===== src/rtl/alu_arb_pkg.sv =====
// -----------------------------------------------------------------------------
// alu_arb_pkg
// Shared definitions for the ALU share arbiter:
//   - slot_state_t : per-requester slot state (FREE / ISSUE / HOLD)
//   - req_id_t     : requester index (0 = EX-stage ops, 1 = addr/branch helper)
//   - DATA_W_DEF / FUNC_W_DEF : default operand and function-code widths
//   - ALU_* : function codes, kept numerically identical to the core's
//             Parameters.v macros so the bench and the core agree. The arbiter
//             never decodes them; they are passed through unchecked.
// -----------------------------------------------------------------------------
package alu_arb_pkg;

   localparam int DATA_W_DEF = 32;
   localparam int FUNC_W_DEF = 4;

   typedef enum logic [1:0] {
      SLOT_FREE  = 2'd0,
      SLOT_ISSUE = 2'd1,
      SLOT_HOLD  = 2'd2
   } slot_state_t;

   typedef logic [0:0] req_id_t;

   localparam logic [FUNC_W_DEF-1:0] ALU_ADD  = 4'd0;
   localparam logic [FUNC_W_DEF-1:0] ALU_SUB  = 4'd1;
   localparam logic [FUNC_W_DEF-1:0] ALU_SLL  = 4'd2;
   localparam logic [FUNC_W_DEF-1:0] ALU_SLT  = 4'd3;
   localparam logic [FUNC_W_DEF-1:0] ALU_SLTU = 4'd4;
   localparam logic [FUNC_W_DEF-1:0] ALU_XOR  = 4'd5;
   localparam logic [FUNC_W_DEF-1:0] ALU_SRL  = 4'd6;
   localparam logic [FUNC_W_DEF-1:0] ALU_SRA  = 4'd7;
   localparam logic [FUNC_W_DEF-1:0] ALU_OR   = 4'd8;
   localparam logic [FUNC_W_DEF-1:0] ALU_AND  = 4'd9;

endpackage


===== src/rtl/alu_arb_slot.sv =====
// -----------------------------------------------------------------------------
// alu_arb_slot
// One requester's slot: a three-state FSM plus the result buffer.
//   FREE  -> ISSUE on accept
//   ISSUE -> HOLD after exactly one cycle, capturing alu_out on that edge
//   HOLD  -> FREE when the response handshake completes
// Ports:
//   clk, rst_n    : clock, asynchronous active-low reset
//   accept        : this requester was granted this cycle
//   cap_en        : the issue register belongs to this slot (capture qualifier)
//   alu_out       : combinational result from the shared ALU
//   rsp_ready     : consumer takes the result
//   is_free       : slot can take a new request
//   is_issue      : slot's op is on the ALU this cycle
//   rsp_valid     : result available (slot in HOLD)
//   rsp_data      : captured result, stable while HOLD
// -----------------------------------------------------------------------------
module alu_arb_slot
   import alu_arb_pkg::*;
#(
   parameter int DATA_W = DATA_W_DEF
) (
   input  logic              clk,
   input  logic              rst_n,
   input  logic              accept,
   input  logic              cap_en,
   input  logic [DATA_W-1:0] alu_out,
   input  logic              rsp_ready,
   output logic              is_free,
   output logic              is_issue,
   output logic              rsp_valid,
   output logic [DATA_W-1:0] rsp_data
);

   slot_state_t       state_q, state_d;
   logic [DATA_W-1:0] data_q, data_d;

   always_comb begin
      state_d = state_q;
      data_d  = data_q;
      case (state_q)
         SLOT_FREE: begin
            if (accept) state_d = SLOT_ISSUE;
         end
         SLOT_ISSUE: begin
            state_d = SLOT_HOLD;
            if (cap_en) data_d = alu_out;
         end
         SLOT_HOLD: begin
            // rsp_valid is implied by HOLD, so rsp_ready alone completes it
            if (rsp_ready) state_d = SLOT_FREE;
         end
         default: state_d = SLOT_FREE;
      endcase
   end

   always_ff @(posedge clk or negedge rst_n) begin
      if (!rst_n) begin
         state_q <= SLOT_FREE;
         data_q  <= '0;
      end else begin
         state_q <= state_d;
         data_q  <= data_d;
      end
   end

   assign is_free   = (state_q == SLOT_FREE);
   assign is_issue  = (state_q == SLOT_ISSUE);
   assign rsp_valid = (state_q == SLOT_HOLD);
   assign rsp_data  = data_q;

endmodule


===== src/rtl/alu_share_arbiter.sv =====
// -----------------------------------------------------------------------------
// alu_share_arbiter
// Shares one combinational ALU between two requesters (port 0: EX-stage
// integer ops, port 1: address/branch-target helper). Round-robin grant,
// a one-deep issue register driving the ALU, and one result slot per
// requester with a valid/ready response handshake. No arithmetic here.
//
// Ports:
//   clk, rst_n                       : clock, asynchronous active-low reset
//   reqN_valid/ready/op1/op2/func    : request channel N (N = 0, 1)
//   rspN_valid/ready/data            : response channel N
//   alu_op1/alu_op2/alu_func         : to the shared ALU (zero when idle)
//   alu_out                          : combinational result from the ALU
//   stat_grant0/1, stat_conflict     : only when ALU_ARB_STATS_EN is defined;
//                                      accept counts and contested-cycle count
//
// Build option: define ALU_ARB_STATS_EN to add the statistics counters.
//
// Timing: accept on edge N, ALU driven in cycle N+1, rsp_valid from N+2.
// A slot freed by a handshake is eligible only the following cycle, so there
// is no combinational path from rsp_ready to req_ready.
// -----------------------------------------------------------------------------
module alu_share_arbiter
   import alu_arb_pkg::*;
#(
   parameter int DATA_W = DATA_W_DEF,
   parameter int FUNC_W = FUNC_W_DEF
) (
   input  logic              clk,
   input  logic              rst_n,
   input  logic              req0_valid,
   output logic              req0_ready,
   input  logic [DATA_W-1:0] req0_op1,
   input  logic [DATA_W-1:0] req0_op2,
   input  logic [FUNC_W-1:0] req0_func,
   input  logic              req1_valid,
   output logic              req1_ready,
   input  logic [DATA_W-1:0] req1_op1,
   input  logic [DATA_W-1:0] req1_op2,
   input  logic [FUNC_W-1:0] req1_func,
   output logic              rsp0_valid,
   input  logic              rsp0_ready,
   output logic [DATA_W-1:0] rsp0_data,
   output logic              rsp1_valid,
   input  logic              rsp1_ready,
   output logic [DATA_W-1:0] rsp1_data,
   output logic [DATA_W-1:0] alu_op1,
   output logic [DATA_W-1:0] alu_op2,
   output logic [FUNC_W-1:0] alu_func,
   input  logic [DATA_W-1:0] alu_out
`ifdef ALU_ARB_STATS_EN
   ,
   output logic [31:0]       stat_grant0,
   output logic [31:0]       stat_grant1,
   output logic [31:0]       stat_conflict
`endif
);

   // Vectorised view of the two channels so per-requester logic is indexable
   logic [1:0]        req_valid, rsp_ready_v, rsp_valid_v;
   logic [1:0]        slot_free, slot_issue, eligible, grant;
   logic [DATA_W-1:0] req_op1 [2];
   logic [DATA_W-1:0] req_op2 [2];
   logic [FUNC_W-1:0] req_func [2];
   logic [DATA_W-1:0] rsp_data_v [2];

   assign req_valid   = {req1_valid, req0_valid};
   assign rsp_ready_v = {rsp1_ready, rsp0_ready};
   assign req_op1[0]  = req0_op1;
   assign req_op1[1]  = req1_op1;
   assign req_op2[0]  = req0_op2;
   assign req_op2[1]  = req1_op2;
   assign req_func[0] = req0_func;
   assign req_func[1] = req1_func;

   // Grant and round-robin pointer
   req_id_t           rr_ptr_q, rr_ptr_d;
   logic              accept;
   req_id_t           win_id;

   // rst_n gates eligibility so req*_ready also reads 0 while reset is held
   assign eligible = req_valid & slot_free & {2{rst_n}};

   always_comb begin
      grant    = eligible;
      rr_ptr_d = rr_ptr_q;
      if (&eligible) begin
         grant           = '0;
         grant[rr_ptr_q] = 1'b1;
         rr_ptr_d        = ~rr_ptr_q;   // loser gets priority next time
      end
   end

   assign accept     = |grant;
   assign win_id     = grant[1];
   assign req0_ready = grant[0];
   assign req1_ready = grant[1];

   // Issue register
   req_id_t           iss_id_q, iss_id_d;
   logic [DATA_W-1:0] iss_op1_q, iss_op1_d;
   logic [DATA_W-1:0] iss_op2_q, iss_op2_d;
   logic [FUNC_W-1:0] iss_func_q, iss_func_d;
   logic              iss_valid;

   always_comb begin
      iss_id_d   = iss_id_q;
      iss_op1_d  = iss_op1_q;
      iss_op2_d  = iss_op2_q;
      iss_func_d = iss_func_q;
      if (accept) begin
         iss_id_d   = win_id;
         iss_op1_d  = req_op1[win_id];
         iss_op2_d  = req_op2[win_id];
         iss_func_d = req_func[win_id];
      end
   end

   always_ff @(posedge clk or negedge rst_n) begin
      if (!rst_n) begin
         rr_ptr_q   <= '0;
         iss_id_q   <= '0;
         iss_op1_q  <= '0;
         iss_op2_q  <= '0;
         iss_func_q <= '0;
      end else begin
         rr_ptr_q   <= rr_ptr_d;
         iss_id_q   <= iss_id_d;
         iss_op1_q  <= iss_op1_d;
         iss_op2_q  <= iss_op2_d;
         iss_func_q <= iss_func_d;
      end
   end

   // At most one slot can be in ISSUE, since only one accept happens per cycle
   assign iss_valid = |slot_issue;
   assign alu_op1   = iss_valid ? iss_op1_q  : '0;
   assign alu_op2   = iss_valid ? iss_op2_q  : '0;
   assign alu_func  = iss_valid ? iss_func_q : '0;

   // Per-requester slots
   genvar gi;
   generate
      for (gi = 0; gi < 2; gi++) begin : g_slot
         alu_arb_slot #(.DATA_W(DATA_W)) u_slot (
            .clk       (clk),
            .rst_n     (rst_n),
            .accept    (grant[gi]),
            .cap_en    (iss_id_q == req_id_t'(gi)),
            .alu_out   (alu_out),
            .rsp_ready (rsp_ready_v[gi]),
            .is_free   (slot_free[gi]),
            .is_issue  (slot_issue[gi]),
            .rsp_valid (rsp_valid_v[gi]),
            .rsp_data  (rsp_data_v[gi])
         );
      end
   endgenerate

   assign rsp0_valid = rsp_valid_v[0];
   assign rsp1_valid = rsp_valid_v[1];
   assign rsp0_data  = rsp_data_v[0];
   assign rsp1_data  = rsp_data_v[1];

`ifdef ALU_ARB_STATS_EN
   logic [31:0] stat_grant0_q, stat_grant0_d;
   logic [31:0] stat_grant1_q, stat_grant1_d;
   logic [31:0] stat_conflict_q, stat_conflict_d;

   // Counters wrap naturally at 2^32
   always_comb begin
      stat_grant0_d   = stat_grant0_q   + {31'd0, grant[0]};
      stat_grant1_d   = stat_grant1_q   + {31'd0, grant[1]};
      stat_conflict_d = stat_conflict_q + {31'd0, &eligible};
   end

   always_ff @(posedge clk or negedge rst_n) begin
      if (!rst_n) begin
         stat_grant0_q   <= '0;
         stat_grant1_q   <= '0;
         stat_conflict_q <= '0;
      end else begin
         stat_grant0_q   <= stat_grant0_d;
         stat_grant1_q   <= stat_grant1_d;
         stat_conflict_q <= stat_conflict_d;
      end
   end

   assign stat_grant0   = stat_grant0_q;
   assign stat_grant1   = stat_grant1_q;
   assign stat_conflict = stat_conflict_q;
`endif

endmodule


===== config.mk =====
export PLATFORM = sky130hd
export DESIGN_NAME = alu_share_arbiter
export DESIGN_NICKNAME = d
export VERILOG_FILES = /design/src/rtl/alu_arb_pkg.sv /design/src/rtl/alu_arb_slot.sv /design/src/rtl/alu_share_arbiter.sv
export SDC_FILE = /design/constraint.sdc
export NUM_CORES = 1
export LEC_CHECK = 0
export CAP_MARGIN = 20
export CORE_UTILIZATION = 41
export CTS_CLUSTER_DIAMETER = 60
export DETAILED_ROUTE_END_ITERATION = 6
export PLACE_DENSITY_LB_ADDON = 0.05
export SLEW_MARGIN = 10
export SYNTH_ARGS = -nofsm -noshare
export SYNTH_HDL_FRONTEND = slang
export SYNTH_SLANG_ARGS = --single-unit

===== constraint.sdc =====
create_clock -name clk -period 2.05 [get_ports clk]
set_input_delay 0.41 -clock clk [delete_from_list [all_inputs] [get_ports clk]]
set_output_delay 0.41 -clock clk [all_outputs]
set_load 0.01 [all_outputs]

==> load_flow_metrics.sql, run 1 <==
INSERT INTO impl_metrics (metric_group, metric, value, unit) VALUES
('cts', 'clock_tree.buffer_depth', '2', ''),
('grt', 'first_global_vias', '5871', ''),
('place', 'final_weighted_congestion_in_routability_driven_placement', '0.818', ''),
('floorplanning', 'fp.dieW', '126', 'µm'),
('worst_setup_path', 'worstPathArrival', '1680', 'ps'),
('final_layout', 'post_layout_nonfiller_instances', '993', ''),
('yosys', 'synth_largest_type_area_fraction', '0.552', ''),
('sta', 'finalSetupViolCount', '8', ''),
('floorplanning', 'initial_util', '0.426', ''),
('floorplanning', 'core_area', '14700', 'µm²'),
('routing', 'detailedRoute.firstPassIterationCount', '7', ''),
('grt', 'm1_gr_usage', '0.306', ''),
('worst_setup_path', 'critPathMaxFanout', '5', ''),
('yosys', 'netlist_top_cells_count', 'sky130_fd_sc_hd__dfrtp_1 (138), sky130_fd_sc_hd__and2_1 (68), sky130_fd_sc_hd__nand3b_1 (68), sky130_fd_sc_hd__o221a_1 (68), sky130_fd_sc_hd__mux2_2 (54)', ''),
('grt', 'grt_pass1_wl', '32.3', 'mm'),
('sta', 'relSlewSlack', '0.465', ''),
('grt', 'global_route_met3_utilization', '0.0783', ''),
('yosys', 'synth.net_count', '649', ''),
('yosys', 'synth-warning-count', '0', ''),
('final_layout', 'antenna-diode-count', '0', ''),
('sta', 'worst_slack', '-36.2', 'ps'),
('yosys', 'yosys_register_bits', '138', ''),
('final_layout', 'final_nets', '970', ''),
('sta', 'fin_crit_sh', '1.02', ''),
('place', 'numPlacedInstances', '944', ''),
('yosys', 'async_reset_ff_frac', '1.00', ''),
('final_layout', 'layout-drive-gt1-share', '0.300', ''),
('grt', 'grt_util_met2', '0.473', ''),
('worst_setup_path', 'reg2reg_setup_slack', '120', 'ps'),
('grt', 'remaining_global_route_overflow', '0', ''),
('yosys', 'yosys.cell_count.top_type', 'sky130_fd_sc_hd__dfrtp_1', ''),
('sta', 'final_hold_viol_count', '0', ''),
('cts', 'cts_hold_repair.buffers', '0', ''),
('floorplanning', 'ioPinCount', '310', ''),
('sta', 'final.min_clock_period', '2090', 'ps'),
('routing', 'detail_route_antenna_nets', '0', ''),
('routing', 'drt-initial-drc-count', '314', ''),
('worst_setup_path', 'crit_type', 'reg2out', ''),
('routing', 'post_drt_via_cell_ratio', '5.43', ''),
('cts', 'cts_root_buf', 'sky130_fd_sc_hd__clkbuf_16', ''),
('routing', 'totalWireLength', '21.1', 'mm'),
('routing', 'post-route-drc-count', '19', ''),
('worst_hold_path', 'holdCritPathClass', 'in2async', ''),
('worst_setup_path', 'crit_path_start_kind', 'flop', ''),
('place', 'dp_hpwl', '13.8', 'mm'),
('sta', 'rsz0062_at_grt', 'yes', ''),
('run_status', 'failed_checks', 'DRC, setup timing', ''),
('yosys', 'synth.avg_cell_area', '13.2', 'µm²'),
('sta', 'worstMarginPinSlew', '802', 'ps'),
('floorplanning', 'floorplan.die_area', '15800', 'µm²'),
('routing', 'vias_after_detailed_routing', '5394', ''),
('yosys', 'synth.lib_cells_used.distinct', '22', ''),
('final_layout', 'layout.core_utilization', '0.718', ''),
('floorplanning', 'die_height', '126', 'µm'),
('routing', 'route.detailed.wl_per_inst', '21.2', 'µm'),
('worst_setup_path', 'regToRegEndpoint', 'iss_op2_q[15]', ''),
('cts', 'clock_sinks', '138', ''),
('power_and_ir_drop', 'power_density', '1290', 'nW/µm²'),
('worst_setup_path', 'reg2reg_from', 'g_slot[0].u_slot.state_q[0]', ''),
('run_status', 'run_status', 'finished with violations', ''),
('run', 'cap_violations', '0', ''),
('worst_setup_path', 'rr_worst_depth', '7', ''),
('yosys', 'post_synth_instance_area', '6260', 'µm²'),
('cts', 'cts_made_buffers', '17', ''),
('floorplanning', 'fp-row-count', '44', ''),
('cts', 'tritoncts', 'yes', ''),
('grt', 'pin_count_of_the_biggest_net_entering_global_routing', '114', ''),
('grt', 'antenna_violations_before_repair', '0', ''),
('cts', 'cts_htree_levels', '4', ''),
('place', 'portBuffers', '309', ''),
('cts', 'path_clk_slew', '60', 'ps');
-- final cells by class --
type	count	area, µm²
clock buffer	18	439
clock inverter	14	219
fill	1012	4150
inverter	7	26.3
multi-input combinational	285	2700
sequential	138	3450
tap	184	230
timing repair buffer	347	3480
-- report_power, final --
| group | switching, mW | total, mW | internal, mW |
|---|---|---|---|
| sequential | 0.592 | 4.48 | 3.89 |
| clock | 1.20 | 3.40 | 2.20 |
| combinational | 2.17 | 5.77 | 3.59 |
-- worst max path at each step --
| stage | from | to | cells past startpoint |
|---|---|---|---|
| floorplan | g_slot[1].u_slot.state_q[1] | alu_op2[10] | 5 |
| global placement | req1_valid | req0_ready | 5 |
| detailed placement | req0_valid | req0_ready | 5 |
| CTS | g_slot[1].u_slot.state_q[1] | alu_op2[6] | 6 |
| global route | g_slot[1].u_slot.state_q[1] | alu_op1[23] | 7 |
| finish | g_slot[1].u_slot.state_q[1] | alu_op1[23] | 7 |
-- per-layer routing --
metal  wire length (µm)  vias to the layer above  share of wire
li1                   -                     2401              -
met1               8140                     2716           0.39
met2              10800                      242           0.51
met3               1540                       35          0.073
met4                602                        0          0.029
met5                  0                        -              0
-- repair_timing --
item,CTS,global route
setup buffers,8,1
hold endpoints to repair,0,0
pin swaps,8,6
endpoints found under the setup margin,71,60
gates cloned,7,1
resized for setup,315,65
-- state kept, by name (all words and copies together), names as in the netlist --
name,count
g_slot.u_slot.state_q,4
iss_op2_q,32
rr_ptr_q,1
g_slot.u_slot.rsp_data,64
iss_op1_q,32
iss_func_q,4
iss_id_q,1
-- cells in the final DEF, fill, tap and decap left out, drive strengths merged --
cell type / count
xor2: 1
nor3b: 1
o21bai: 1
clkbuf: 19
a21o: 1
mux2: 64
bufinv: 5
nand4bb: 2
and2: 68
inv: 9
nand2: 1
nand3b: 68
o21ai: 2
or2: 1
buf: 108
clkinv: 5
clkdlybuf4s50: 236
nand2b: 4
dfrtp: 138
nor2: 2
a21oi: 1
dlygate4sd2: 2
o221a: 68
clkinvlp: 2
-- kinds of logic after synthesis --
| kind of cell | after synthesis | share of synthesized area |
|---|---|---|
| AND/OR/NAND/NOR | 147 | 0.161 |
| flip-flops | 138 | 0.552 |
| AO/OA/AOI/OAI | 73 | 0.128 |
| multiplexers | 64 | 0.115 |
| buffers and inverters | 52 | 0.0428 |
| XOR/XNOR | 1 | 0.00140 |
-- through the flow --
stage	TNS (ps)	setup WS, ps	hold WS, ps	instance area, µm²
2_1_floorplan	0	380	114	6260
3_3_place_gp	-2770	-211	469	9610
3_5_place_dp	-2710	-233	480	9610
4_1_cts	-242	-69.7	51.8	10300
5_1_grt	-1070	-85.9	74.5	10600
6_report	-79.1	-36.2	52.1	10600
-- worst max-delay path: stages, from the launching register on --
cell and delay, ps:
sky130_fd_sc_hd__dfrtp_1 370, sky130_fd_sc_hd__nand2b_4 150, sky130_fd_sc_hd__nand2_4 70, sky130_fd_sc_hd__buf_12 140
sky130_fd_sc_hd__buf_12 130, sky130_fd_sc_hd__buf_16 120, sky130_fd_sc_hd__and2_4 150, sky130_fd_sc_hd__buf_6 120
No activity file was read; power rests on OpenSTA's default activity.
==> run 2: changes to the inputs <==
Settings changed: CORE_UTILIZATION 41 to 40, CTS_BUF_LIST set to sky130_fd_sc_hd__clkbuf_8.
==> load_flow_metrics.sql, run 2 (synthesis results as in run 1) <==
INSERT INTO impl_metrics (metric_group, metric, value, unit) VALUES
('final_layout', 'antenna-diode-count', '0', ''),
('grt', 'first_global_vias', '5784', ''),
('cts', 'path_clk_slew', '80', 'ps'),
('place', 'dp_hpwl', '13.9', 'mm'),
('run_status', 'failed_checks', 'setup timing', ''),
('worst_setup_path', 'worst_path_dominant_cell_family', 'buffers and inverters', ''),
('routing', 'post_drt_via_cell_ratio', '5.22', ''),
('sta', 'skew', '13.6', 'ps'),
('cts', 'cts_htree_levels', '4', ''),
('final_layout', 'layout.area.seq', '3450', 'µm²'),
('power_and_ir_drop', 'static-leakage-power', '4.32', 'nW'),
('worst_setup_path', 'end_kind', 'output pin', ''),
('worst_setup_path', 'critPathRequiredTime', '1640', 'ps'),
('final_layout', 'largest_register_ff_count', '64', ''),
('power_and_ir_drop', 'worst_ir_drop_vdd', '459', 'µV'),
('cts', 'cts_made_buffers', '17', ''),
('worst_setup_path', 'critPathMaxFanout', '6', ''),
('final_layout', 'mostFrequentLayoutCell', 'sky130_fd_sc_hd__clkdlybuf4s50_1', ''),
('grt', 'globalRouteTotalUtil', '0.261', ''),
('grt', 'pin_count_of_the_biggest_net_entering_global_routing', '71', ''),
('worst_setup_path', 'worstPathCellList', 'nand2b_4 > nand2_8 > buf_12 > buf_12 > buf_12 > and2_4 > buf_6', ''),
('run', 'cap_violations', '0', ''),
('worst_setup_path', 'critical_path.most_common_cell', 'sky130_fd_sc_hd__buf_12', ''),
('sta', 'slew_viol_final', '0', ''),
('sta', 'fin_crit_sh', '1.03', ''),
('worst_setup_path', 'crit_type', 'reg2out', ''),
('place', 'post_detailed_placement_cell_area', '9640', 'µm²'),
('power_and_ir_drop', 'total_power', '12.4', 'mW'),
('routing', 'totalWireLength', '20.4', 'mm'),
('routing', 'detail_route_antenna_nets', '0', ''),
('run_status', 'run_status', 'finished with violations', ''),
('place', 'post-place-ws', '-226', 'ps'),
('sta', 'final_hold_viol_count', '0', ''),
('sta', 'relSlewSlack', '0.467', ''),
('worst_setup_path', 'worst_path_max_delay_cell', 'sky130_fd_sc_hd__dfrtp_1', ''),
('final_layout', 'multi_input_area', '2740', 'µm²'),
('sta', 'worst_slack', '-61.0', 'ps'),
('place', 'portBuffers', '309', ''),
('floorplanning', 'initial_util', '0.410', ''),
('final_layout', 'final_nets', '970', ''),
('routing', 'route.detailed.wl_per_inst', '20.0', 'µm'),
('sta', 'worstMarginPinSlew', '800', 'ps'),
('sta', 'final.min_clock_period', '2110', 'ps'),
('sta', 'worst_hold_slack', '34.8', 'ps'),
('place', 'final_weighted_congestion_in_routability_driven_placement', '0.800', ''),
('floorplanning', 'core_area', '15300', 'µm²'),
('routing', 'vias_after_detailed_routing', '5311', ''),
('worst_setup_path', 'crit_path_start_kind', 'flop', ''),
('power_and_ir_drop', 'power_density', '1200', 'nW/µm²'),
('sta', 'rsz0062_at_grt', 'yes', ''),
('worst_hold_path', 'holdCritPathClass', 'in2async', ''),
('cts', 'tritoncts', 'yes', ''),
('cts', 'cts_root_buf', 'sky130_fd_sc_hd__clkbuf_8', ''),
('worst_setup_path', 'worstPathArrival', '1700', 'ps'),
('final_layout', 'layout-drive-gt1-share', '0.307', ''),
('routing', 'post-route-drc-count', '0', ''),
('final_layout', 'most-common-layout-cells', 'sky130_fd_sc_hd__clkdlybuf4s50_1 (236), sky130_fd_sc_hd__dfrtp_1 (138), sky130_fd_sc_hd__nand3b_1 (68), sky130_fd_sc_hd__o221a_1 (68), sky130_fd_sc_hd__mux2_2 (54)', ''),
('floorplanning', 'fp-row-count', '45', ''),
('floorplanning', 'fp.dieW', '127', 'µm'),
('worst_setup_path', 'worst_path_largest_cell_delay', '390', 'ps'),
('routing', 'drt-initial-drc-count', '258', ''),
('cts', 'clock_tree.buffer_depth', '2', ''),
('final_layout', 'nFillCells', '1167', ''),
('floorplanning', 'die_height', '127', 'µm'),
('final_layout', 'synthToLayoutAreaGrowth', '66.1', '%'),
('cts', 'clk_latency', '440', 'ps'),
('grt', 'remaining_global_route_overflow', '0', ''),
('final_layout', 'design_area', '10400', 'µm²'),
('cts', 'clock_sinks', '138', ''),
('routing', 'detailedRoute.firstPassIterationCount', '4', ''),
('floorplanning', 'ioPinCount', '310', ''),
('worst_setup_path', 'critical_path_buf_inv_count', '4', ''),
('floorplanning', 'floorplan.die_area', '16200', 'µm²'),
('sta', 'finalSetupViolCount', '8', ''),
('grt', 'grt_pass1_wl', '31.9', 'mm'),
('sta', 'fmaxAchievable', '0.474', 'GHz'),
('grt', 'antenna_violations_before_repair', '0', '');
run 2: worst reg2reg max path, cell delays in order, from the launching register on:
cell and delay [ps]:
sky130_fd_sc_hd__dfrtp_1 390, sky130_fd_sc_hd__buf_4 130, sky130_fd_sc_hd__buf_4 140, sky130_fd_sc_hd__nand4bb_4 190, sky130_fd_sc_hd__o21bai_4 180, sky130_fd_sc_hd__buf_4 130, sky130_fd_sc_hd__buf_4 130, sky130_fd_sc_hd__buf_4 240
sky130_fd_sc_hd__o221a_1 290
run 2: path summary, 6_finish.rpt:
kind / slack (ps) / endpoint / startpoint / cells after the start
worst max-delay path: -60 / alu_op2[30] / g_slot[0].u_slot.state_q[1] / 7
worst min-delay path: 30 / iss_op2_q[23] / rst_n / 2
worst max register to register: 120 / iss_op2_q[0] / g_slot[1].u_slot.state_q[1] / 8
worst min register to register: 490 / g_slot[0].u_slot.rsp_data[6] / g_slot[0].u_slot.rsp_data[6] / 1
max in group asynchronous: 730 / g_slot[1].u_slot.rsp_data[24] / rst_n / 3
min in group clk: 490 / g_slot[0].u_slot.rsp_data[6] / g_slot[0].u_slot.rsp_data[6] / 1
run 2: metal layers:
layer	global-route usage	up-vias	wire length [µm]
met5	0	-	0
met4	0.118	0	709
met3	0.0758	47	1570
met2	0.452	260	10400
met1	0.300	2606	7740
li1	-	2398	-
run 2: timing repair:
| action | CTS | global route |
|---|---|---|
| setup buffers | 11 | 5 |
| endpoints found under the setup margin | 72 | 69 |
| pin swaps | 15 | 27 |
| gates resized for setup | 359 | 50 |
| hold buffers | 0 | 0 |
| cloned | 5 | 0 |
run 2: per-stage QoR:
stage | TNS, ps | utilization | instances
global placement | -5820 | 0.632 | 972
detailed placement | -6160 | 0.632 | 972
CTS | -1530 | 0.670 | 1017
global route | -2660 | 0.681 | 1018
finish | -375 | 0.681 | 1018
floorplan | 0 | - | 475
run 2: power breakdown:
group	internal (mW)	total (mW)	leakage (nW)	switching, mW
clock network	1.15	2.14	0.196	0.995
logic	3.65	5.80	2.55	2.15
registers	3.88	4.48	1.57	0.597
run 2: final cells by class:
cell class	instances	share of cell area
repair buffers	347	0.339
flip-flops and latches	138	0.332
multi-input cells	285	0.264
clock buffers	20	0.0265
well taps	211	0.0254
clock inverters	10	0.00999
inverters	7	0.00277
